File: src/rtl/zii_ide_pkg.sv
// Shared definitions for the Zorro II IDE cycle controller: FSM states,
// address regions and the address bits that select them.
package zii_ide_pkg;

    typedef enum logic [2:0] {
        ST_IDLE,
        ST_ROM_WAIT,
        ST_IDE_SETUP,
        ST_IDE_STROBE,
        ST_IDE_ACK,
        ST_IDE_HOLD,
        ST_WAIT_END
    } state_t;

    typedef enum logic [1:0] {
        REG_ROM,
        REG_CS0,
        REG_CS1
    } region_t;

    localparam int ROM_SEL_BIT = 15;
    localparam int CS_SEL_BIT  = 12;
    localparam int DA_LSB      = 2;

    // A[14:13] never reach here, so they alias within each region.
    function automatic region_t decode_region(input logic rom_sel, input logic cs_sel);
        if (!rom_sel)
            return REG_ROM;
        else if (cs_sel)
            return REG_CS1;
        else
            return REG_CS0;
    endfunction

endpackage

File: src/rtl/zii_ide_cycle_ctrl_sync2.sv
// Two-flop synchroniser for an active-low CPU strobe; resets to the
// inactive (high) level so no phantom cycle is seen after reset.
module sync2 (
    input  logic CLK,
    input  logic RESET_n,
    input  logic d,
    output logic q
);

    logic meta_p0;

    always_ff @(posedge CLK or negedge RESET_n) begin
        if (!RESET_n) begin
            meta_p0 <= 1'b1;
            q       <= 1'b1;
        end else begin
            meta_p0 <= d;
            q       <= meta_p0;
        end
    end

endmodule

File: src/rtl/zii_ide_cycle_ctrl.sv
// Zorro II access controller for the IDE card: decodes the assigned 64 KB
// window into boot ROM and ATA PIO register cycles and terminates them.
module zii_ide_cycle_ctrl
    import zii_ide_pkg::*;
#(
    parameter int unsigned SETUP_CLKS    = 2,
    parameter int unsigned STROBE_CLKS   = 5,
    parameter int unsigned HOLD_CLKS     = 1,
    parameter int unsigned ROM_WAIT_CLKS = 3
) (
    input  logic        CLK,
    input  logic        RESET_n,
    input  logic        AS_CPU_n,
    input  logic        DS_n,
    input  logic        RW_n,
    input  logic [23:1] A,
    input  logic [7:0]  BASE_IDE,
    input  logic        IDE_CONFIGURED_n,
    output logic        DTACK_n,
    output logic        ROM_OE_n,
    output logic        IDE_CS0_n,
    output logic        IDE_CS1_n,
    output logic [2:0]  IDE_DA,
    output logic        IDE_DIOR_n,
    output logic        IDE_DIOW_n,
    output logic        IDE_BUF_OE_n,
    output logic        IDE_BUF_DIR
);

    localparam logic [3:0] SETUP_LD  = 4'(SETUP_CLKS - 1);
    localparam logic [3:0] STROBE_LD = 4'(STROBE_CLKS - 1);
    localparam logic [3:0] HOLD_LD   = 4'(HOLD_CLKS - 1);
    localparam logic [3:0] ROM_LD    = 4'(ROM_WAIT_CLKS - 1);

    logic    as_s;
    logic    ds_s;
    logic    hit;
    region_t region;
    state_t  state;
    logic [3:0] cnt;
    logic    rw_r;
    logic    unused_a;

    sync2 u_sync_as (.CLK(CLK), .RESET_n(RESET_n), .d(AS_CPU_n), .q(as_s));
    sync2 u_sync_ds (.CLK(CLK), .RESET_n(RESET_n), .d(DS_n),     .q(ds_s));

    assign hit      = !IDE_CONFIGURED_n && (A[23:16] == BASE_IDE) && !as_s && !ds_s;
    assign region   = decode_region(A[ROM_SEL_BIT], A[CS_SEL_BIT]);
    assign unused_a = ^{A[14:13], A[11:5], A[1]};

    always_ff @(posedge CLK or negedge RESET_n) begin
        if (!RESET_n) begin
            state        <= ST_IDLE;
            cnt          <= 4'd0;
            rw_r         <= 1'b1;
            DTACK_n      <= 1'b1;
            ROM_OE_n     <= 1'b1;
            IDE_CS0_n    <= 1'b1;
            IDE_CS1_n    <= 1'b1;
            IDE_DA       <= 3'd0;
            IDE_DIOR_n   <= 1'b1;
            IDE_DIOW_n   <= 1'b1;
            IDE_BUF_OE_n <= 1'b1;
            IDE_BUF_DIR  <= 1'b1;
        end else begin
            case (state)
                ST_IDLE: begin
                    if (hit) begin
                        rw_r <= RW_n;
                        if (region == REG_ROM) begin
                            if (RW_n) begin
                                ROM_OE_n <= 1'b0;
                                cnt      <= ROM_LD;
                                state    <= ST_ROM_WAIT;
                            end else begin
                                DTACK_n <= 1'b0;
                                state   <= ST_WAIT_END;
                            end
                        end else begin
                            // The registered chip selects carry the region to cycle end.
                            IDE_CS0_n    <= (region != REG_CS0);
                            IDE_CS1_n    <= (region != REG_CS1);
                            IDE_DA       <= A[DA_LSB +: 3];
                            IDE_BUF_OE_n <= 1'b0;
                            IDE_BUF_DIR  <= RW_n;
                            cnt          <= SETUP_LD;
                            state        <= ST_IDE_SETUP;
                        end
                    end
                end
                ST_ROM_WAIT: begin
                    if (as_s) begin
                        ROM_OE_n <= 1'b1;
                        state    <= ST_IDLE;
                    end else if (cnt == 4'd0) begin
                        DTACK_n <= 1'b0;
                        state   <= ST_WAIT_END;
                    end else begin
                        cnt <= cnt - 4'd1;
                    end
                end
                ST_IDE_SETUP: begin
                    if (as_s) begin
                        cnt   <= HOLD_LD;
                        state <= ST_IDE_HOLD;
                    end else if (cnt == 4'd0) begin
                        IDE_DIOR_n <= !rw_r;
                        IDE_DIOW_n <= rw_r;
                        cnt        <= STROBE_LD;
                        state      <= ST_IDE_STROBE;
                    end else begin
                        cnt <= cnt - 4'd1;
                    end
                end
                ST_IDE_STROBE: begin
                    if (as_s) begin
                        IDE_DIOR_n <= 1'b1;
                        IDE_DIOW_n <= 1'b1;
                        cnt        <= HOLD_LD;
                        state      <= ST_IDE_HOLD;
                    end else if (cnt == 4'd0) begin
                        DTACK_n <= 1'b0;
                        if (rw_r) begin
                            state <= ST_IDE_ACK;
                        end else begin
                            IDE_DIOW_n <= 1'b1;
                            cnt        <= HOLD_LD;
                            state      <= ST_IDE_HOLD;
                        end
                    end else begin
                        cnt <= cnt - 4'd1;
                    end
                end
                ST_IDE_ACK: begin
                    // DIOR_n stays low so read data is valid while the CPU samples it.
                    if (as_s) begin
                        IDE_DIOR_n <= 1'b1;
                        DTACK_n    <= 1'b1;
                        cnt        <= HOLD_LD;
                        state      <= ST_IDE_HOLD;
                    end
                end
                ST_IDE_HOLD: begin
                    if (as_s)
                        DTACK_n <= 1'b1;
                    if (cnt == 4'd0) begin
                        IDE_CS0_n    <= 1'b1;
                        IDE_CS1_n    <= 1'b1;
                        IDE_BUF_OE_n <= 1'b1;
                        IDE_BUF_DIR  <= 1'b1;
                        // Only an acknowledged cycle still owned by the CPU waits for AS;
                        // a low AS with DTACK released is already the next cycle.
                        state <= (!as_s && !DTACK_n) ? ST_WAIT_END : ST_IDLE;
                    end else begin
                        cnt <= cnt - 4'd1;
                    end
                end
                ST_WAIT_END: begin
                    if (as_s) begin
                        DTACK_n  <= 1'b1;
                        ROM_OE_n <= 1'b1;
                        state    <= ST_IDLE;
                    end
                end
                default: state <= ST_IDLE;
            endcase
        end
    end

endmodule

File: config.mk
export PLATFORM = sky130hd
export DESIGN_NAME = zii_ide_cycle_ctrl
export DESIGN_NICKNAME = d
export VERILOG_FILES = /design/src/rtl/zii_ide_pkg.sv /design/src/rtl/zii_ide_cycle_ctrl_sync2.sv /design/src/rtl/zii_ide_cycle_ctrl.sv
export SDC_FILE = /design/constraint.sdc
export NUM_CORES = 1
export LEC_CHECK = 0
export BUFFER_PORTS_ARGS = -buffer_cell sky130_fd_sc_hd__buf_2
export CORE_ASPECT_RATIO = 1.1
export CORE_UTILIZATION = 45
export CTS_CLUSTER_DIAMETER = 100
export DETAILED_ROUTE_END_ITERATION = 6
export GPL_ROUTABILITY_DRIVEN = 0
export PLACE_DENSITY = 0.8
export SYNTH_ARGS = -nofsm -noshare
export SYNTH_HDL_FRONTEND = slang
export SYNTH_SLANG_ARGS = --single-unit
File: constraint.sdc
create_clock -name CLK -period 2.1 [get_ports CLK]
set_clock_uncertainty 0.15 [all_clocks]
set_input_delay 0.105 -clock CLK [delete_from_list [all_inputs] [get_ports CLK]]
set_output_delay 0.105 -clock CLK [all_outputs]
set_load 0.01 [all_outputs]
* Word level (Yosys, flattened, before mapping)
Index checks and enable logic that the tools add are counted.
Word-level totals: bits in registers 23, logic and storage cells 142, input port bits 37
Cells by class: equal/unequal tests 31, reductions and logical operators 31, bitwise operators 1, add/sub/neg operators 1, multiplexer cells 62
Operators by type and width (count):
- 4-bit 2-to-1 mux | 11
- 3-bit 2-to-1 mux | 13
- 1-bit 2-to-1 mux | 26
- 4-bit one-hot mux with 6 select lines | 1
- 2-bit != test, second input constant | 11
- 3-bit one-hot mux with 7 select lines | 1
- 2-bit by 1-bit != test with 1-bit output, second input constant | 7
- 1-bit one-hot mux with 2 select lines | 7
- 7-bit AND reduction | 2
- 3-bit by 2-bit != test with 1-bit output, second input constant | 4
- 5-bit AND reduction | 2
- 3-bit equality test, second input constant | 3
- 8-bit equality test | 1
- 4-bit AND reduction | 2
- 2-bit nonzero test | 4
- 3-bit by 2-bit equality test with 1-bit output, second input constant | 2
- 6-bit AND reduction | 1
- 6-bit nonzero test | 1
- 2-bit OR reduction | 3
- 1-bit logical NOT | 5
- 1-bit logical AND | 4
- 4-bit logical NOT | 1
- 2-bit 2-to-1 mux | 2
- 4-bit by 3-bit != test with 1-bit output, second input constant | 1
- other kinds (11) | 11

* Logic depth before layout (Yosys ltp)
Gate-level depths: netlist of run 1.
word-level depth 6, gate-level depth with buffers 8, gate-level depth less buffers 7

* By module
A second synthesis of run 1 with hierarchy kept.
Unflattened totals: cell total of the unflattened synthesis 158, area, all modules 1493.9 um^2
Modules (own cells, without submodules):
- zii_ide_cycle_ctrl | instances 1, cells an instance 154, seq. area each 486.7 um^2, area an instance 1388.8 um^2
- sync2 | instances 2, cells an instance 2, seq. area each 52.6 um^2, area an instance 52.6 um^2

* Worst setup path before layout of run 1
Ideal clock, no wire load.
kind register to register, start point register u_sync_as.q, end point register cnt[1], stages on the path, launching flop included 6, library setup time 0.125 ns, path slack -0.129 ns, clock period less this slack 2.229 ns, buffers on the path 1, data required time 1.825 ns, arrival time 1.954 ns, cell sequence dfstp_2 > buf_6 > or4_4 > or3_4 > a21oi_4 > mux2_2
On the way: word-level cells in the longest chain between the ends 5, elaborated cells on any way between the ends 11
Ends and longest elaborated chain:
- start, declared | line zii_ide_cycle_ctrl_sync2.sv:7 | output logic q
- start signal, assigned | line zii_ide_cycle_ctrl_sync2.sv:18 | q <= meta_p0;
- 1-bit logical NOT | line zii_ide_cycle_ctrl.sv:47 | assign hit = !IDE_CONFIGURED_n && (A[23:16] == BASE_IDE) && !as_s && !ds_s;
- 1-bit logical AND (2 in a row) | line zii_ide_cycle_ctrl.sv:47
- 2-bit != test (no source line)
- 6-bit AND reduction (no source line)
- end signal, assigned | line zii_ide_cycle_ctrl.sv:99 | cnt <= cnt - 4'd1;
- end signal, assigned | line zii_ide_cycle_ctrl.sv:112 | cnt <= cnt - 4'd1;
- end signal, assigned | line zii_ide_cycle_ctrl.sv:131 | cnt <= cnt - 4'd1;
- end, declared | line zii_ide_cycle_ctrl.sv:40 | logic [3:0] cnt;
Parallel ways exist; a longest one is shown, timed or not. A chain may end at the register's enable or synchronous reset.

* Worst setup path in the final report of run 1
start point register u_sync_ds.q, end point register cnt[1]
On the way: word-level cells in the longest chain between the ends 4
Ends and longest elaborated chain (line):
- start, declared | zii_ide_cycle_ctrl_sync2.sv:7
- start signal, assigned | zii_ide_cycle_ctrl_sync2.sv:18
- 1-bit logical NOT | zii_ide_cycle_ctrl.sv:47
- 1-bit logical AND | zii_ide_cycle_ctrl.sv:47
- 2-bit != test (no source line)
- 6-bit AND reduction (no source line)
Every way passes these cells.

==> flow_summary_export.csv, run 1 <==
group,metric,value,unit
yosys,synth-compound-area-share,21.0,%
floorplan,rows,21,
global_route,grt_pass1_wl,6230,um
pwr,switching_share,41.6,%
worst_setup_path,required,2.16,ns
yosys,synth_fa_ha_area_share,1.67,%
yosys,ys_ff_latch,23,
yosys,ys_async_sr_fraction,100,%
clock_network,clock_latency,0.31,ns
pwr,total_power,0.00243,W
yosys,synth_edf_count,0,
pwr,p_switching,0.00101,W
worst_setup_path,end_kind,"flip-flop",
timing,finalWorstSetupSlack,-0.0124,ns
pwr,leakage,0.905,nW
clock_network,cts_tree,"yes",
yosys,synth_simple_gate_area_share,21.9,%
status,status,"complete, but fails checks",
finish,multi_input_area,902,um^2
place,dp_slack,-0.102,ns
floorplan,die_w,57.1,um
global_route,grt_max_degree,24,
yosys,synth_top_family_by_area,"simple AND/OR/NAND/NOR gates",
floorplan,die_area,3570,um^2
flow_run,max_cap_viol_count,0,
global_route,grt_overflow,0,
drt,ant_nets,0,
pwr,peakVddDrop,0.896,mV
timing,hold_viol,0,
timing,min_period,2.11,ns
timing,worst_slew_pin_slew,0.505,ns
global_route,grt_use_total,22.0,%
yosys,syn_nets,200,
global_route,first_global_vias,1487,
status,failed_checks,"DRC, setup timing",
clock_network,cts_root_buf,"clkbuf_4",
drt,vias,1489,
place,placed_area,1860,um^2
finish,drive_gt1_share,45.6,%
clock_network,clock-sinks,23,
timing,slew_headroom,66.3,%
yosys,synthMuxAreaShare,6.67,%
timing,rsz0062_at_grt,"true",
clock_network,ctsLongestPathBuffers,2,
global_route,antenna_found_initial,0,
floorplan,core-area,3100,um^2
pwr,powerDensity,1180,nW/um^2
pwr,combPwrFrac,64.8,%
worst_setup_path,critPathArrivalTime,2.17,ns
yosys,synth_area,1500,um^2
drt,viasPerCell,5.73,
clock_network,htree_levels,1,
drt,finalWirelength,3770,um
floorplan,io_pins,48,
finish,regArea,592,um^2
worst_setup_path,setup.worst_path.class,"flip-flop to flip-flop",
floorplan,die_h,62.6,um
yosys,synth_area_per_cell,9.32,um^2
yosys,synth_xor_area_share,5.25,%
drt,wl_per_cell,14.5,um
yosys,ys.flop_type,"dfstp_2",
timing,fin_crit_sh,101,%
timing,final-setup-viol-count,2,
worst_setup_path,cp_max_fo,4,
timing,drv_slew,0,
finish,antenna_cells,0,
pwr,seq_power_share,26.4,%
clock_network,cts-buffers-inserted,3,
yosys,ys_seq_area_share,39.4,%
yosys,synth_cells,161,
finish,finalNetCount,266,
finish,area_growth,36.7,%
finish,nFillCells,252,
drt,firstDrtPassIters,7,
drt,drtIter0Drc,49,
place,portBuffers,37,
drt,drc_errors,2,
finish,postLayoutCellArea,2050,um^2
worst_setup_path,setup.worst_path.start_class,"flip-flop",
place,dp_hpwl,2600,um
pwr,internal_power,0.00142,W
pwr,p_clk_share,8.8,%
floorplan,initial_core_util,48.4,%
clock_network,cts.clk_slew.worst_paths,0.14,ns
worst_hold_path,min_path_type,"primary input to asynchronous set/reset pin",
timing,max_freq,473,MHz
yosys,yosys_warnings,0,
yosys,synth_cell_types,46,
synthesized netlist by cell type (2+ instances only):
library cell	count	area (um^2)
nor2b_1	3	18.8
o21ai_0	9	45.0
o21a_1	2	15.0
o211ai_1	2	15.0
a2111oi_0	2	17.5
a21o_1	2	15.0
xnor2_1	7	61.3
a21oi_1	10	50.1
nor3_1	6	30.0
or3_1	4	25.0
nand3_1	4	20.0
clkbuf_1	9	33.8
nand2b_1	5	31.3
a22o_1	2	17.5
dfstp_2	13	342
xor2_1	2	17.5
nor2_1	13	48.8
a211oi_1	2	15.0
nand2_1	14	52.6
ha_1	2	25.0
dfrtp_1	10	250
mux2_2	8	90.1
a31oi_1	2	12.5
inv_1	4	15.0
nor3b_1	3	22.5
cell usage in the layout, fill, tap and decap left out, types with 2 or more instances in the layout:
master | synthesis | final
o21ai_1 | 0 | 2
nor3_1 | 6 | 6
a211oi_1 | 2 | 2
buf_6 | 1 | 3
nand2b_1 | 5 | 5
inv_1 | 4 | 2
nand2_1 | 14 | 14
o21a_1 | 2 | 2
dfstp_2 | 13 | 13
xnor2_1 | 7 | 7
inv_2 | 0 | 2
or3_1 | 4 | 4
nor2_1 | 13 | 12
a21o_1 | 2 | 2
dfrtp_1 | 10 | 10
a21oi_1 | 10 | 10
mux2_2 | 8 | 6
a22o_1 | 2 | 2
o211ai_1 | 2 | 2
clkbuf_4 | 0 | 3
buf_2 | 0 | 37
nor2b_1 | 3 | 3
o21ai_0 | 9 | 7
buf_4 | 0 | 23
mux2_4 | 0 | 2
dlygate4sd3_1 | 0 | 8
nor3b_1 | 3 | 3
nand3_1 | 4 | 4
xor2_1 | 2 | 2
metrics by stage:
stage               setup TNS [ns]  std cells  hold slack [ns]  utilization (%)
floorplan                   -0.184        161           -0.341                -
global placement            -0.223        245          -0.0493             60.1
detailed placement          -0.278        245          -0.0432             60.1
CTS                        -0.0381        259           0.0986             64.5
global route                -0.327        260            0.150             66.1
finish                     -0.0181        260            0.118             66.1
worst max-delay path: stages, from the launching register on:
cell	delay, ns
dfstp_2	0.39
or4_4	0.50
or3_4	0.42
a21oi_4	0.23
mux2_4	0.32
area by class of cell:
class                   instances  area share [%]
well taps                      34            2.07
clock buffers                   3            1.10
flip-flops and latches         23            28.9
clock inverters                 1           0.244
inverters                       4           0.732
repair buffers                 71            23.0
multi-input cells             124            44.0
flip-flops by register name, indices dropped and copies added, names as in the netlist:
name and count:
DTACK_n 1, IDE_BUF_DIR 1, IDE_BUF_OE_n 1, IDE_CS0_n 1, IDE_CS1_n 1, IDE_DA 3, IDE_DIOR_n 1, IDE_DIOW_n 1
ROM_OE_n 1, cnt 4, rw_r 1, state 3, u_sync_as.meta_p0 1, u_sync_as.q 1, u_sync_ds.meta_p0 1, u_sync_ds.q 1
worst paths after layout:
| check | start | endpoint | slack, ns | cells after the start |
|---|---|---|---|---|
| worst max-delay path | u_sync_ds.q | cnt[1] | -0.01 | 4 |
| worst min register to register | u_sync_as.meta_p0 | u_sync_as.q | 0.21 | 0 |
| min in group CLK | A[15] | IDE_CS1_n | 0.12 | 4 |
| worst min-delay path | RESET_n | cnt[2] | 0.12 | 2 |
| worst max register to register | u_sync_ds.q | cnt[1] | -0.01 | 4 |
| max in group asynchronous | RESET_n | u_sync_ds.meta_p0 | 1.31 | 2 |
kinds of logic after synthesis:
family                   after synthesis
multiplexers                           9
adder cells (fa/ha/maj)                2
AND/OR/NAND/NOR                       60
XOR/XNOR                               9
flip-flops                            23
AO/OA/AOI/OAI                         44
buffers and inverters                 14
power groups by stage:
stage | combinational (W) | sequential [W] | clock [W]
2_1_floorplan | 0.000884 | 0.000672 | 0
3_3_place_gp | 0.00139 | 0.000642 | 0
3_5_place_dp | 0.00140 | 0.000646 | 0
4_1_cts | 0.00147 | 0.000641 | 0.000216
5_1_grt | 0.00171 | 0.000653 | 0.000230
6_report | 0.00157 | 0.000641 | 0.000213
per-layer routing:
layer	part of all wire, %	vias up	track usage, %
met2	53	63	39.7
met1	40	701	26.0
met3	5.9	12	3.93
li1	-	713	-
met5	0	-	0
met4	1.4	0	7.01
what timing repair did:
item / 4_1_cts / 5_1_grt
pin swaps: 4 / 5
cloned: 0 / 0
endpoints found under the setup margin: 9 / 10
buffers inserted: 2 / 1
hold buffers: 8 / 0
hold endpoints to repair: 32 / 0
resized for setup: 7 / 10
Note: power is estimated with default switching activity, not from simulation.
==> run 2, diff against run 1 <==
CAP_MARGIN = 40   (was unset)
PLACE_DENSITY = 0.77   (was 0.8)
clock period = 2.6 ns   (was 2.1 ns; I/O delays follow)
==> run 2 against run 1 <==
The flow finishes with violations (DRC). Sequential share of layout area rose by 3.5 points. Maximum frequency fell by 12%. Critical path depth rose by 3. Cell count fell by 8.1%. Via count fell by 2.8%. Clock-buffer cell count did not move. Non-clock buffer count fell by 21. Sequential power fell by 5.8%. Setup slack improved by 0.22 ns. Combinational power fell by 42%. Critical path type unchanged. Critical endpoint is now state[1].
==> flow_summary_export.csv, run 2 (synthesis results as in run 1) <==
group,metric,value,unit
status,status,"complete, but fails checks",
status,failed_checks,"DRC",
timing,hold_viol,0,
drt,drc_errors,2,
place,portBuffers,37,
timing,fin_crit_sh,92.0,%
clock_network,cts-buffers-inserted,3,
drt,wl_per_cell,15.6,um
finish,final_common_cell,"buf_2",
finish,area_growth,21.9,%
worst_hold_path,worstHoldStart,"A[15]",
drt,viasPerCell,6.06,
worst_setup_path,r2r-start,"cnt[0]",
floorplan,io_pins,48,
worst_setup_path,reg2reg_depth,7,
finish,final_util,59.0,%
timing,rsz0062_at_grt,"false",
drt,vias,1448,
timing,min_period,2.39,ns
floorplan,die_w,57.1,um
worst_hold_path,whs_endpoint,"IDE_CS1_n",
pwr,internal_power,0.000946,W
place,dp_hpwl,2720,um
clock_network,htree_levels,1,
timing,worst_slew_pin_slew,0.657,ns
worst_setup_path,cp-startpoint,"cnt[0]",
worst_setup_path,required,2.68,ns
floorplan,rows,21,
drt,ant_nets,0,
global_route,antenna_found_initial,0,
worst_setup_path,setup.worst_path.class,"flip-flop to flip-flop",
pwr,peakVddDrop,0.415,mV
worst_setup_path,cpMaxStageDelayCell,"or3b_1",
floorplan,core-area,3100,um^2
floorplan,die_h,62.6,um
worst_setup_path,reg2reg_slack,0.21,ns
clock_network,cts_tree,"yes",
pwr,powerDensity,923,nW/um^2
finish,top_regs,"cnt (4), IDE_DA (3), state (3)",
flow_run,max_cap_viol_count,0,
pwr,leakage,0.787,nW
drt,firstDrtPassIters,7,
worst_setup_path,cp_slowest_stage_delay,0.50,ns
pwr,combPwrFrac,54.3,%
timing,finalWorstSetupSlack,0.208,ns
floorplan,initial_core_util,48.4,%
worst_setup_path,critPathArrivalTime,2.47,ns
finish,largest_reg_flops,4,
finish,antenna_cells,0,
global_route,first_global_vias,1483,
worst_setup_path,end_kind,"flip-flop",
pwr,p_clk_share,9.9,%
finish,mostFrequentLayoutCells,"buf_2, nand2_1, dfstp_2, nor2_1",
timing,final-setup-viol-count,0,
timing,max_freq,418,MHz
drt,finalWirelength,3730,um
floorplan,die_area,3570,um^2
timing,slew_headroom,56.2,%
place,dp_slack,0.280,ns
clock_network,cts.clk_slew.worst_paths,0.14,ns
clock_network,cts_root_buf,"clkbuf_4",
clock_network,cts_setup_buffers,0,
timing,drv_slew,0,
clock_network,clock-sinks,23,
worst_setup_path,setup.worst_path.start_class,"flip-flop",
global_route,grt_overflow,0,
clock_network,ctsLongestPathBuffers,2,
worst_hold_path,hold_depth,3,
global_route,grt_pass1_wl,6330,um
finish,regMostFlops,"cnt",
pwr,switching_share,43.9,%
worst_hold_path,min_path_type,"primary input to flip-flop",
worst_setup_path,crit_chain,"inv_1, ha_1, or3b_1, a22oi_1, o41ai_1, a21o_1, o32ai_2",
pwr,p_switching,0.000741,W
timing,tns,0,ns
finish,drive_gt1_share,35.1,%
global_route,grt_max_degree,24,
global_route,grt_use_total,22.5,%
worst_setup_path,reg2reg_to,"state[1]",
drt,drtIter0Drc,81,
worst_setup_path,cp_max_fo,7,
clock_network,clock_latency,0.31,ns
pwr,seq_power_share,35.8,%
finish,finalNetCount,245,
-- run 2: stage by stage --
stage / power (W) / cells / instance area (um^2) / hold slack [ns]
after floorplan: 0.00124 / 161 / 1500 / -0.316
after CTS: 0.00168 / 239 / 1830 / 0.0548
after global routing: 0.00180 / 239 / 1830 / 0.0655
final: 0.00169 / 239 / 1830 / 0.0692
after detailed placement: 0.00149 / 227 / 1720 / -0.0204
after global placement: 0.00144 / 227 / 1720 / -0.0339
-- run 2: worst max-delay path by stage --
| stage | to | slack (ns) | cells after the start |
|---|---|---|---|
| after floorplan | cnt[1] | 0.37 | 5 |
| after detailed placement | cnt[2] | 0.28 | 4 |
| after CTS | state[1] | 0.24 | 7 |
| after global placement | cnt[1] | 0.31 | 4 |
| after global routing | state[1] | 0.07 | 7 |
| final | state[1] | 0.21 | 7 |
-- run 2: critical path, delay by kind of cell (launching register included) --
kind	cells	cell delay, ns
AO/OA/AOI/OAI	4	0.95
adder cells (fa/ha/maj)	1	0.19
buffers and inverters	1	0.11
flip-flops	1	0.42
AND/OR/NAND/NOR	1	0.50
-- run 2: routing by layer --
layer | GRT usage [%] | vias up | wire (um)
li1 | - | 680 | -
met1 | 26.5 | 684 | 1400
met2 | 41.2 | 74 | 1980
met3 | 2.90 | 10 | 280
met4 | 7.62 | 0 | 57
met5 | 0 | - | 0
-- run 2: what timing repair did --
| action | CTS | global route |
|---|---|---|
| hold endpoints to repair | 32 | 0 |
| hold buffers | 8 | 0 |
| resized for setup | 0 | 0 |
-- run 2: power by group through the flow --
stage	Clock, W	Sequential (W)	Combinational (W)
global route	0.000185	0.000613	0.00100
finish	0.000167	0.000604	0.000916
CTS	0.000172	0.000597	0.000909
global placement	0	0.000593	0.000849
floorplan	0	0.000543	0.000693
detailed placement	0	0.000602	0.000893
-- run 2: final cells by class --
cell class              instances  area [um^2]
inverters                       4         15.0
fillers                       276         1270
multi-input cells             124          848
well taps                      34         42.5
flip-flops and latches         23          592
repair buffers                 50          303
clock inverters                 1         5.00
clock buffers                   3         22.5
==> run 3, diff against run 2 <==
ABC_AREA = 1   (was unset)
PLACE_DENSITY = 0.76   (was 0.77)
==> run 3 against run 2 <==
The run now ends clean. Flip-flop and latch count did not move. Sequential share of layout area is 1.2 points lower. Cell count grew 27%. Cell area up 3.9%. Routed wire length is 10% lower. Synthesized cell count grew 29%. Via count is 0.69% higher. Synthesized area is 4.3% higher. Maximum frequency rose by 24%. Hold slack improved by 0.0062 ns. Critical path type unchanged.
==> flow_summary_export.csv, run 3 <==
group,metric,value,unit
finish,largest_reg_flops,4,
floorplan,initial_core_util,47.0,%
timing,fin_crit_sh,74.5,%
yosys,synth_common_cells,"nand2_1, nor2_1, inv_1, dfstp_2, nand3_1",
yosys,synth_cells,208,
worst_hold_path,min_path_type,"primary input to flip-flop",
yosys,synth_area_per_cell,7.52,um^2
drt,firstDrtPassIters,4,
worst_setup_path,required,2.72,ns
worst_setup_path,cp_top_family,"buffers and inverters",
global_route,grt_overflow,0,
worst_setup_path,cpMaxStageDelayCell,"dfrtp_1",
pwr,leakage,1.00,nW
finish,mostFrequentLayoutCells,"nand2_1, buf_2, nor2_1",
clock_network,clock-sinks,23,
place,dp_hpwl,2550,um
worst_hold_path,worstHoldStart,"A[15]",
yosys,synth_cell_types,31,
drt,drtIter0Drc,26,
clock_network,cts.clk_slew.worst_paths,0.14,ns
worst_setup_path,cp-startpoint,"state[0]",
finish,drive_gt1_share,34.1,%
place,dp_cells,290,
pwr,powerDensity,951,nW/um^2
worst_setup_path,crit_path_frequent_cell,"nand2_1",
floorplan,rows,22,
floorplan,die_w,58.2,um
global_route,grt_use_total,19.4,%
yosys,ys_async_sr_fraction,100,%
timing,final-setup-viol-count,0,
global_route,grt_pass1_wl,5670,um
drt,viasPerCell,4.81,
finish,final_common_cell,"nand2_1",
finish,antenna_cells,0,
worst_setup_path,path_buf_inv,2,
timing,hold_viol,0,
worst_setup_path,r2r-start,"state[0]",
yosys,ys_ff_latch,23,
worst_setup_path,critPathArrivalTime,2.06,ns
yosys,yosys_warnings,0,
clock_network,cts_root_buf,"clkbuf_4",
yosys,ys_seq_area_share,37.8,%
timing,rsz0062_at_grt,"false",
drt,finalWirelength,3340,um
finish,regMostFlops,"cnt",
worst_setup_path,cp_slowest_stage_delay,0.61,ns
worst_setup_path,crit_chain,"nand2_2, nor2_1, inv_2, nand3_1, dlygate4sd3_1, nand2_1, nand2_1",
finish,finalNetCount,295,
yosys,yosysMostFrequentCell,"nand2_1",
yosys,synth_area,1560,um^2
clock_network,htree_levels,1,
drt,vias,1458,
status,status,"complete, no violations",
drt,wl_per_cell,11.0,um
drt,ant_nets,0,
floorplan,core-area,3330,um^2
timing,min_period,1.94,ns
clock_network,cts_tree,"yes",
floorplan,die_h,63.8,um
worst_setup_path,end_kind,"flip-flop",
yosys,synthTopCellsByArea,"dfstp_2, nand2_1, dfrtp_1, nor2_1, nand2_2",
global_route,grt_max_degree,24,
clock_network,clock_latency,0.31,ns
place,portBuffers,37,
timing,drv_slew,0,
finish,post_layout_nonfiller_instances,303,
yosys,synth_edf_count,0,
drt,drc_errors,0,
floorplan,io_pins,48,
timing,tns,0,ns
timing,max_freq,516,MHz
yosys,ys.flop_type,"dfstp_2",
yosys,syn_nets,247,
finish,area_growth,21.4,%
timing,slew_headroom,65.5,%
yosys,synth_top_cell_area_share,21.8,%
worst_setup_path,cp_max_fo,9,
finish,top_regs,"cnt (4), IDE_DA (3), state (3)",
pwr,peakVddDrop,0.453,mV
flow_run,max_cap_viol_count,0,
worst_setup_path,setup.worst_path.start_class,"flip-flop",
clock_network,ctsLongestPathBuffers,2,
worst_setup_path,setup.worst_path.class,"flip-flop to flip-flop",
floorplan,die_area,3720,um^2
global_route,antenna_found_initial,0,
clock_network,post_cts_resized,0,
timing,worst_slew_pin_slew,0.517,ns
yosys,synth_top_area_cell,"dfstp_2",
global_route,first_global_vias,1383,
clock_network,cts-buffers-inserted,3,
==> run 3: power breakdown <==
part	internal [W]	switching [W]	leakage (nW)	total [W]
registers	0.000500	0.000101	0.269	0.000601
logic	0.000387	0.000645	0.717	0.00103
clock network	0.0000575	0.000117	0.0177	0.000174
total	0.000945	0.000862	1.00	0.00181
==> run 3: metrics by stage <==
stage	hold WS [ns]	utilization (%)	power [W]	setup WS [ns]	instance area, um^2
floorplan	-0.316	-	0.00143	1.04	1560
global route	0.0746	57.0	0.00198	0.532	1900
global placement	-0.0140	53.5	0.00161	0.848	1780
CTS	0.0684	57.0	0.00182	0.696	1900
finish	0.0755	57.0	0.00181	0.664	1900
detailed placement	-0.0140	53.5	0.00163	0.858	1780
==> run 3: repair_timing <==
action | in CTS | in global routing
buffers inserted | 0 | 0
hold buffers | 9 | 0
endpoints found under the hold margin | 32 | 0
==> run 3: cell families (layout without fill, tap and decap cells) <==
family,count (synthesis),in the layout,share of synthesized area (%)
compound gates,25,25,10.5
xor+xnor,9,9,5.04
fa+ha+maj,2,2,1.60
buf+inv,26,73,7.28
flops,23,23,37.8
simple gates,123,123,37.8
==> run 3: layout make-up <==
cell class,instances,area (um^2)
multi-input combinational,159,858
timing repair buffer,46,275
clock buffer,3,22.5
sequential,23,592
clock inverter,1,5.00
fill,327,1430
inverter,23,86.3
tap,48,60.1
==> run 3: path summary, 6_finish.rpt <==
check	end	cells past startpoint	slack (ns)
setup reg to reg	IDE_CS1_n	7	0.66
setup / recovery	IDE_CS1_n	7	0.66
min in group asynchronous	state[0]	2	0.15
hold / removal	state[0]	4	0.08
hold reg to reg	u_sync_ds.q	0	0.22
max in group asynchronous	IDE_BUF_DIR	2	1.78
==> run 3: tightest hold or removal path: cells and delay by family <==
family,cells,cell delay [ns]
buf+inv,1,0.15
simple gates,2,0.13
compound gates,1,0.11
==> run 3: metal layers <==
layer / track usage, % / share of wire [%] / up-vias
met5: 0 / 0 / -
met4: 4.46 / 0.30 / 0
met3: 2.63 / 4.0 / 2
met2: 36.2 / 52 / 35
met1: 23.1 / 43 / 668
li1: - / - / 753
